**src/rtl/fp_capture_ctrl.sv**
```systemverilog
// fp_capture_ctrl
// Captures a 1-bit microphone stream and builds a run-length histogram in an
// external single-port RAM. The RAM has a registered read. After capture it
// streams every bin out over a valid/ready interface.
//
// Ports
//   clk, rst_n        : clock, asynchronous active-low reset
//   start, abort      : session request (ignored while busy), forced return to IDLE
//   capture_len       : number of accepted sample ticks per capture (latched on start)
//   sample_tick       : one-cycle strobe qualifying mic_bit
//   mic_bit           : microphone sample
//   hist_addr         : histogram RAM address
//   hist_rd_en        : histogram RAM read strobe
//   hist_wr_en        : histogram RAM write strobe
//   hist_wr_data      : histogram RAM write data
//   hist_rd_data      : RAM read data, valid one cycle after hist_rd_en
//   out_valid         : readout stream valid
//   out_data          : readout stream data
//   out_last          : readout stream last-beat flag
//   out_ready         : readout stream back-pressure
//   busy, done        : busy flag and session-complete pulse
//   overrun_err       : sticky error flag for ticks that were dropped
module fp_capture_ctrl #(
  parameter int NUM_BINS = 50,
  parameter int BIN_W    = 20,
  parameter int ADDR_W   = 6
) (
  input  logic              clk,
  input  logic              rst_n,
  input  logic              start,
  input  logic              abort,
  input  logic [19:0]       capture_len,
  input  logic              sample_tick,
  input  logic              mic_bit,
  output logic [ADDR_W-1:0] hist_addr,
  output logic              hist_rd_en,
  output logic              hist_wr_en,
  output logic [BIN_W-1:0]  hist_wr_data,
  input  logic [BIN_W-1:0]  hist_rd_data,
  output logic              out_valid,
  output logic [BIN_W-1:0]  out_data,
  output logic              out_last,
  input  logic              out_ready,
  output logic              busy,
  output logic              done,
  output logic              overrun_err
);

  typedef enum logic [2:0] {
    S_IDLE, S_CLEAR, S_CAPTURE, S_READ, S_EMIT, S_DONE
  } state_t;

  localparam logic [ADDR_W-1:0] LAST_BIN = ADDR_W'(NUM_BINS - 1);
  localparam logic [BIN_W-1:0]  BIN_MAX  = '1;

  state_t              state_q, state_d;
  logic [ADDR_W-1:0]   k_q, k_d;               // clear address, then readout bin index
  logic [ADDR_W-1:0]   run_cnt_q, run_cnt_d;
  logic                rmw_q, rmw_d;           // RMW write cycle pending
  logic [ADDR_W-1:0]   rmw_addr_q, rmw_addr_d;
  logic [19:0]         rem_q, rem_d;           // remaining ticks to accept
  logic                overrun_q, overrun_d;
  logic                emit_first_q, emit_first_d;
  logic [BIN_W-1:0]    out_data_q, out_data_d;

  // Ticks only count in CAPTURE while ticks remain; a tick landing on the
  // RMW write cycle cannot start a new read and is dropped.
  logic tick_live, tick_acc, tick_drop, rmw_start;
  assign tick_live = (state_q == S_CAPTURE) && sample_tick && (rem_q != '0);
  assign tick_drop = tick_live && rmw_q;
  assign tick_acc  = tick_live && !rmw_q;
  assign rmw_start = tick_acc && !mic_bit;

  // State register
  always_ff @(posedge clk or negedge rst_n) begin
    if (!rst_n) state_q <= S_IDLE;
    else        state_q <= state_d;
  end

  // Next-state logic
  always_comb begin
    state_d = state_q;
    if (abort) begin
      state_d = S_IDLE;
    end else begin
      case (state_q)
        S_IDLE:    if (start) state_d = S_CLEAR;
        // Zero-length capture goes straight to readout.
        S_CLEAR:   if (k_q == LAST_BIN) state_d = (rem_q == '0) ? S_READ : S_CAPTURE;
        // rem_q reaches zero one cycle after the final tick, which is exactly
        // the write cycle of any RMW that tick started, so the write lands here.
        S_CAPTURE: if (rem_q == '0) state_d = S_READ;
        S_READ:    state_d = S_EMIT;
        S_EMIT:    if (out_ready) state_d = (k_q == LAST_BIN) ? S_DONE : S_READ;
        S_DONE:    state_d = S_IDLE;
        default:   state_d = S_IDLE;
      endcase
    end
  end

  // Datapath next-state
  always_comb begin
    k_d          = k_q;
    run_cnt_d    = run_cnt_q;
    rmw_d        = 1'b0;
    rmw_addr_d   = rmw_addr_q;
    rem_d        = rem_q;
    overrun_d    = overrun_q;
    emit_first_d = 1'b0;
    out_data_d   = out_data_q;
    if (abort) begin
      k_d       = '0;
      run_cnt_d = '0;
      rem_d     = '0;
    end else begin
      case (state_q)
        S_IDLE: begin
          if (start) begin
            k_d       = '0;
            run_cnt_d = '0;
            rem_d     = capture_len;
            overrun_d = 1'b0;
          end
        end
        S_CLEAR: k_d = (k_q == LAST_BIN) ? '0 : k_q + 1'b1;
        S_CAPTURE: begin
          if (tick_drop) overrun_d = 1'b1;
          if (tick_acc) begin
            rem_d = rem_q - 20'd1;
            if (mic_bit) begin
              if (run_cnt_q != LAST_BIN) run_cnt_d = run_cnt_q + 1'b1;
            end else begin
              rmw_d      = 1'b1;
              rmw_addr_d = run_cnt_q;
              run_cnt_d  = '0;
            end
          end
        end
        S_READ: emit_first_d = 1'b1;
        S_EMIT: begin
          // RAM data is only guaranteed on the first EMIT cycle; hold a copy.
          if (emit_first_q) out_data_d = hist_rd_data;
          if (out_ready) k_d = (k_q == LAST_BIN) ? '0 : k_q + 1'b1;
        end
        default: ;
      endcase
    end
  end

  always_ff @(posedge clk or negedge rst_n) begin
    if (!rst_n) begin
      k_q          <= '0;
      run_cnt_q    <= '0;
      rmw_q        <= 1'b0;
      rmw_addr_q   <= '0;
      rem_q        <= '0;
      overrun_q    <= 1'b0;
      emit_first_q <= 1'b0;
      out_data_q   <= '0;
    end else begin
      k_q          <= k_d;
      run_cnt_q    <= run_cnt_d;
      rmw_q        <= rmw_d;
      rmw_addr_q   <= rmw_addr_d;
      rem_q        <= rem_d;
      overrun_q    <= overrun_d;
      emit_first_q <= emit_first_d;
      out_data_q   <= out_data_d;
    end
  end

  // Outputs. RAM strobes are suppressed in an abort cycle so nothing is
  // written once abort is seen.
  always_comb begin
    hist_addr    = '0;
    hist_rd_en   = 1'b0;
    hist_wr_en   = 1'b0;
    hist_wr_data = '0;
    out_valid    = 1'b0;
    out_data     = '0;
    out_last     = 1'b0;
    busy         = (state_q != S_IDLE);
    done         = (state_q == S_DONE);
    overrun_err  = overrun_q;
    case (state_q)
      S_CLEAR: begin
        hist_wr_en = !abort;
        hist_addr  = k_q;
      end
      S_CAPTURE: begin
        if (rmw_q) begin
          hist_wr_en   = !abort;
          hist_addr    = rmw_addr_q;
          hist_wr_data = (hist_rd_data == BIN_MAX) ? BIN_MAX : hist_rd_data + 1'b1;
        end else if (rmw_start) begin
          hist_rd_en = !abort;
          hist_addr  = run_cnt_q;
        end
      end
      S_READ: begin
        hist_rd_en = !abort;
        hist_addr  = k_q;
      end
      S_EMIT: begin
        out_valid = 1'b1;
        out_data  = emit_first_q ? hist_rd_data : out_data_q;
        out_last  = (k_q == LAST_BIN);
      end
      default: ;
    endcase
  end

endmodule

```
**config.mk**
```make
export PLATFORM = sky130hd
export DESIGN_NAME = fp_capture_ctrl
export DESIGN_NICKNAME = d
export VERILOG_FILES = /design/src/rtl/fp_capture_ctrl.sv
export SDC_FILE = /design/constraint.sdc
export NUM_CORES = 1
export LEC_CHECK = 0
export ABC_CLOCK_PERIOD_IN_PS = 2390
export CORE_ASPECT_RATIO = 1.1
export CORE_MARGIN = 8
export CORE_UTILIZATION = 30
export CTS_CLUSTER_SIZE = 20
export DETAILED_ROUTE_END_ITERATION = 8
export PLACE_DENSITY_LB_ADDON = 0.1
export SLEW_MARGIN = 20
export SYNTH_ARGS = -nofsm -noshare
export SYNTH_HDL_FRONTEND = slang
export SYNTH_SLANG_ARGS = --single-unit
```
**constraint.sdc**
```tcl
create_clock -name clk -period 2.39 [get_ports clk]
set_input_delay 0.478 -clock clk [delete_from_list [all_inputs] [get_ports clk]]
set_output_delay 0.478 -clock clk [all_outputs]
set_load 0.02 [all_outputs]
```
==> flow_metrics.tcl <==
set metrics [dict create \
    grt-ovfl-total 0 \
    min_period_ps 2870 \
    detail_route.wirelength_mm 15.5 \
    htree_num_levels 3 \
    cts_num_sinks 64 \
    cts_made_buffers 9 \
    grt_use_total_pct 17.0 \
    synth_edf_count 0 \
    syn_to_final_growth_pct 61.9 \
    synth_seq_cells 64 \
    worstPathMaxFanout 5 \
    grt_max_degree 65 \
    startpoint_type "register" \
    synth_compound_area_share_pct 21.7 \
    timing.final.max_slew_violations 0 \
    hold_violations 0 \
    first_iter_violations 242 \
    num_vias 4589 \
    cts_hold_buf 0 \
    synthMuxAreaShare_pct 11.7 \
    num_rows 46 \
    die_area_sq_mm 0.0185 \
    fin_crit_sh_pct 120 \
    insertion_delay_ps 340 \
    post-place-ws_ps -926 \
    grt_setup_unrepaired "yes" \
    cts_tree "done" \
    synthSimpleGateAreaFrac_pct 21.2 \
    synth.distinct_cells 63 \
    vias_per_cell 5.22 \
    worst_ep_required_time_ps 1910 \
    port_buffers 99 \
    power.density_mw_per_mm2 452 \
    skew_ps 9.21 \
    diodes 0 \
    synth_top_area_cell "dfrtp_1" \
    layout-drive-gt1-share_pct 38.9 \
    ys.flop_type "dfrtp_1" \
    cp.arrival_ps 2400 \
    final_cell_mix "buf_4, dfrtp_1, nor2_1" \
    synth_top_family_by_area "compound AO/OA/AOI/OAI gates" \
    syn_area_sq_mm 0.00432 \
    clk_pin_slew_ps 60 \
    core_sq_mm 0.0142 \
    end_kind "primary output" \
    syn_inst 487 \
    synth_top_area_share_pct 37.1 \
    drc 0 \
    synth_area_leaders "dfrtp_1, mux2_2, mux2i_1" \
    postSynthAreaPerCell_sq_um 8.86 \
    p_leak_nw 3.12 \
    start_util_pct 30.4 \
    crit_type "register to primary output" \
    setup_viol_count_final 9 \
    ant_nets 0 \
    dp_hpwl_mm 11.4 \
    layout_setup_ws_ps -485 \
    clockBufferDepth 2 \
    irDropWorstVdd_uv 341 \
    relSlewSlack_pct 67.1 \
    antenna_found_initial 0 \
    syn-num-nets 540 \
    ys_seq_area_share_pct 37.1 \
    synthArstFlopShare_pct 100 \
    synthAdderAreaFrac_pct 1.74 \
    routabilityCongestion 0.825 \
    grt_first_pass_wirelength_mm 24.9 \
    violations "negative setup slack" \
    min_path_type "input port to async pin" \
    maxCapViolations 0 \
    synth_xor_area_share_pct 2.23 \
    yosys_warnings 0 \
    root_buffer "clkbuf_16" \
    drt_first_pass_iters 5 \
    die_y_um 142 \
    outcome "finished with violations" \
    critPathLaunch "rem_q[11]" \
    die_x_um 130 \
    max_freq_mhz 348 \
    grt_pass1_vias 4718 \
    worst_pin_slew_ps 493 \
    io_pins 100 \
    finalSetupTns_ps -3180 \
    layout_commonest_cell "buf_4" \
    r2r-start "rem_q[11]" \
    fin_nets 736 \
    wl_per_cell_um 17.6 \
]
-- routing by layer --
layer | up-vias | wire length (um) | GRT usage, %
met5 | - | 0 | 0
met4 | 0 | 166 | 3.99
met3 | 13 | 862 | 4.47
met2 | 134 | 7430 | 28.0
met1 | 2223 | 7030 | 21.7
li1 | 2219 | - | -
-- final timing paths --
kind / endpoint / slack [ps] / cells past startpoint
setup / recovery: hist_addr[4] / -480 / 6
hold / removal: out_data_q[1] / 150 / 2
setup reg to reg: rem_q[19] / -40 / 7
hold reg to reg: out_data_q[11] / 480 / 2
max in group asynchronous: out_data_q[18] / 1930 / 2
min in group clk: out_data_q[2] / 450 / 2
-- registers in the layout, indices dropped and copies added, names as in the netlist --
register and count:
out_data_q 20, rem_q 20, k_q 6, rmw_addr_q 6, run_cnt_q 6, state_q 3, emit_first_q 1, overrun_err 1
rmw_q 1
-- kinds of logic after synthesis --
kind of cell               count (synthesis)
DFF                                       64
AOI/OAI and AO/OA                        137
and+or+nand+nor                          175
adders and majority gates                  6
buffers and inverters                     47
xor gates and xnor gates                  11
muxes                                     47
-- synthesized netlist by cell type (all sizes together) (2+ instances only) --
cell,n
dfrtp,64
nor2,45
a21oi,37
nand2,35
mux2,26
clkbuf,23
o21ai,22
mux2i,21
nor3,20
inv,16
nand3,13
o22ai,13
and3,11
buf,8
nand2b,8
nor4,8
o2bb2ai,7
o31ai,7
xnor2,7
a22o,6
a22oi,6
ha,6
a221o,5
nand4,5
o32ai,5
a211oi,4
a31oi,4
and2,4
and4,4
or2,4
or3,4
xor2,4
a32o,3
o211ai,3
o41ai,3
a32oi,2
and4b,2
nand3b,2
nor2b,2
nor3b,2
o21a,2
or4,2
-- what timing repair did --
item | 4_1_cts | 5_1_grt
endpoints found under the setup margin | 83 | 63
pin swaps | 16 | 14
resized for setup | 212 | 71
buffers inserted | 8 | 4
-- layout make-up --
class / instances / area [sq um]
clock inverters: 3 / 65.1
repair buffers: 216 / 1830
multi-input cells: 376 / 2930
inverters: 16 / 60.1
clock buffers: 12 / 256
well taps: 192 / 240
fillers: 1395 / 7230
flip-flops and latches: 64 / 1600
-- report_power, final --
part | internal (mW) | switching (mW) | leakage, nW | total [mW]
sequential | 1.11 | 0.0151 | 0.882 | 1.12
clock | 0.962 | 0.488 | 0.159 | 1.45
combinational | 0.282 | 0.301 | 2.08 | 0.583
total | 2.35 | 0.805 | 3.12 | 3.16
-- worst max-delay path: stages (launching register included) --
cell,delay [ps]
dfrtp_1,370
or3_4,400
or4_4,520
o21ai_4,170
nor2_4,70
a221o_1,350
buf_2,170
-- through the flow --
stage / util [%] / cells / instance area [sq um] / total power [mW] / hold WS [ps]
global route: 49.2 / 879 / 6990 / 3.29 / 176
global placement: 45.2 / 854 / 6420 / 1.69 / 472
floorplan: - / 487 / 4520 / 1.37 / 182
CTS: 47.8 / 877 / 6790 / 3.17 / 167
finish: 49.2 / 879 / 6990 / 3.16 / 152
detailed placement: 45.2 / 854 / 6420 / 1.70 / 473
Power figures use the tool's default switching activity.
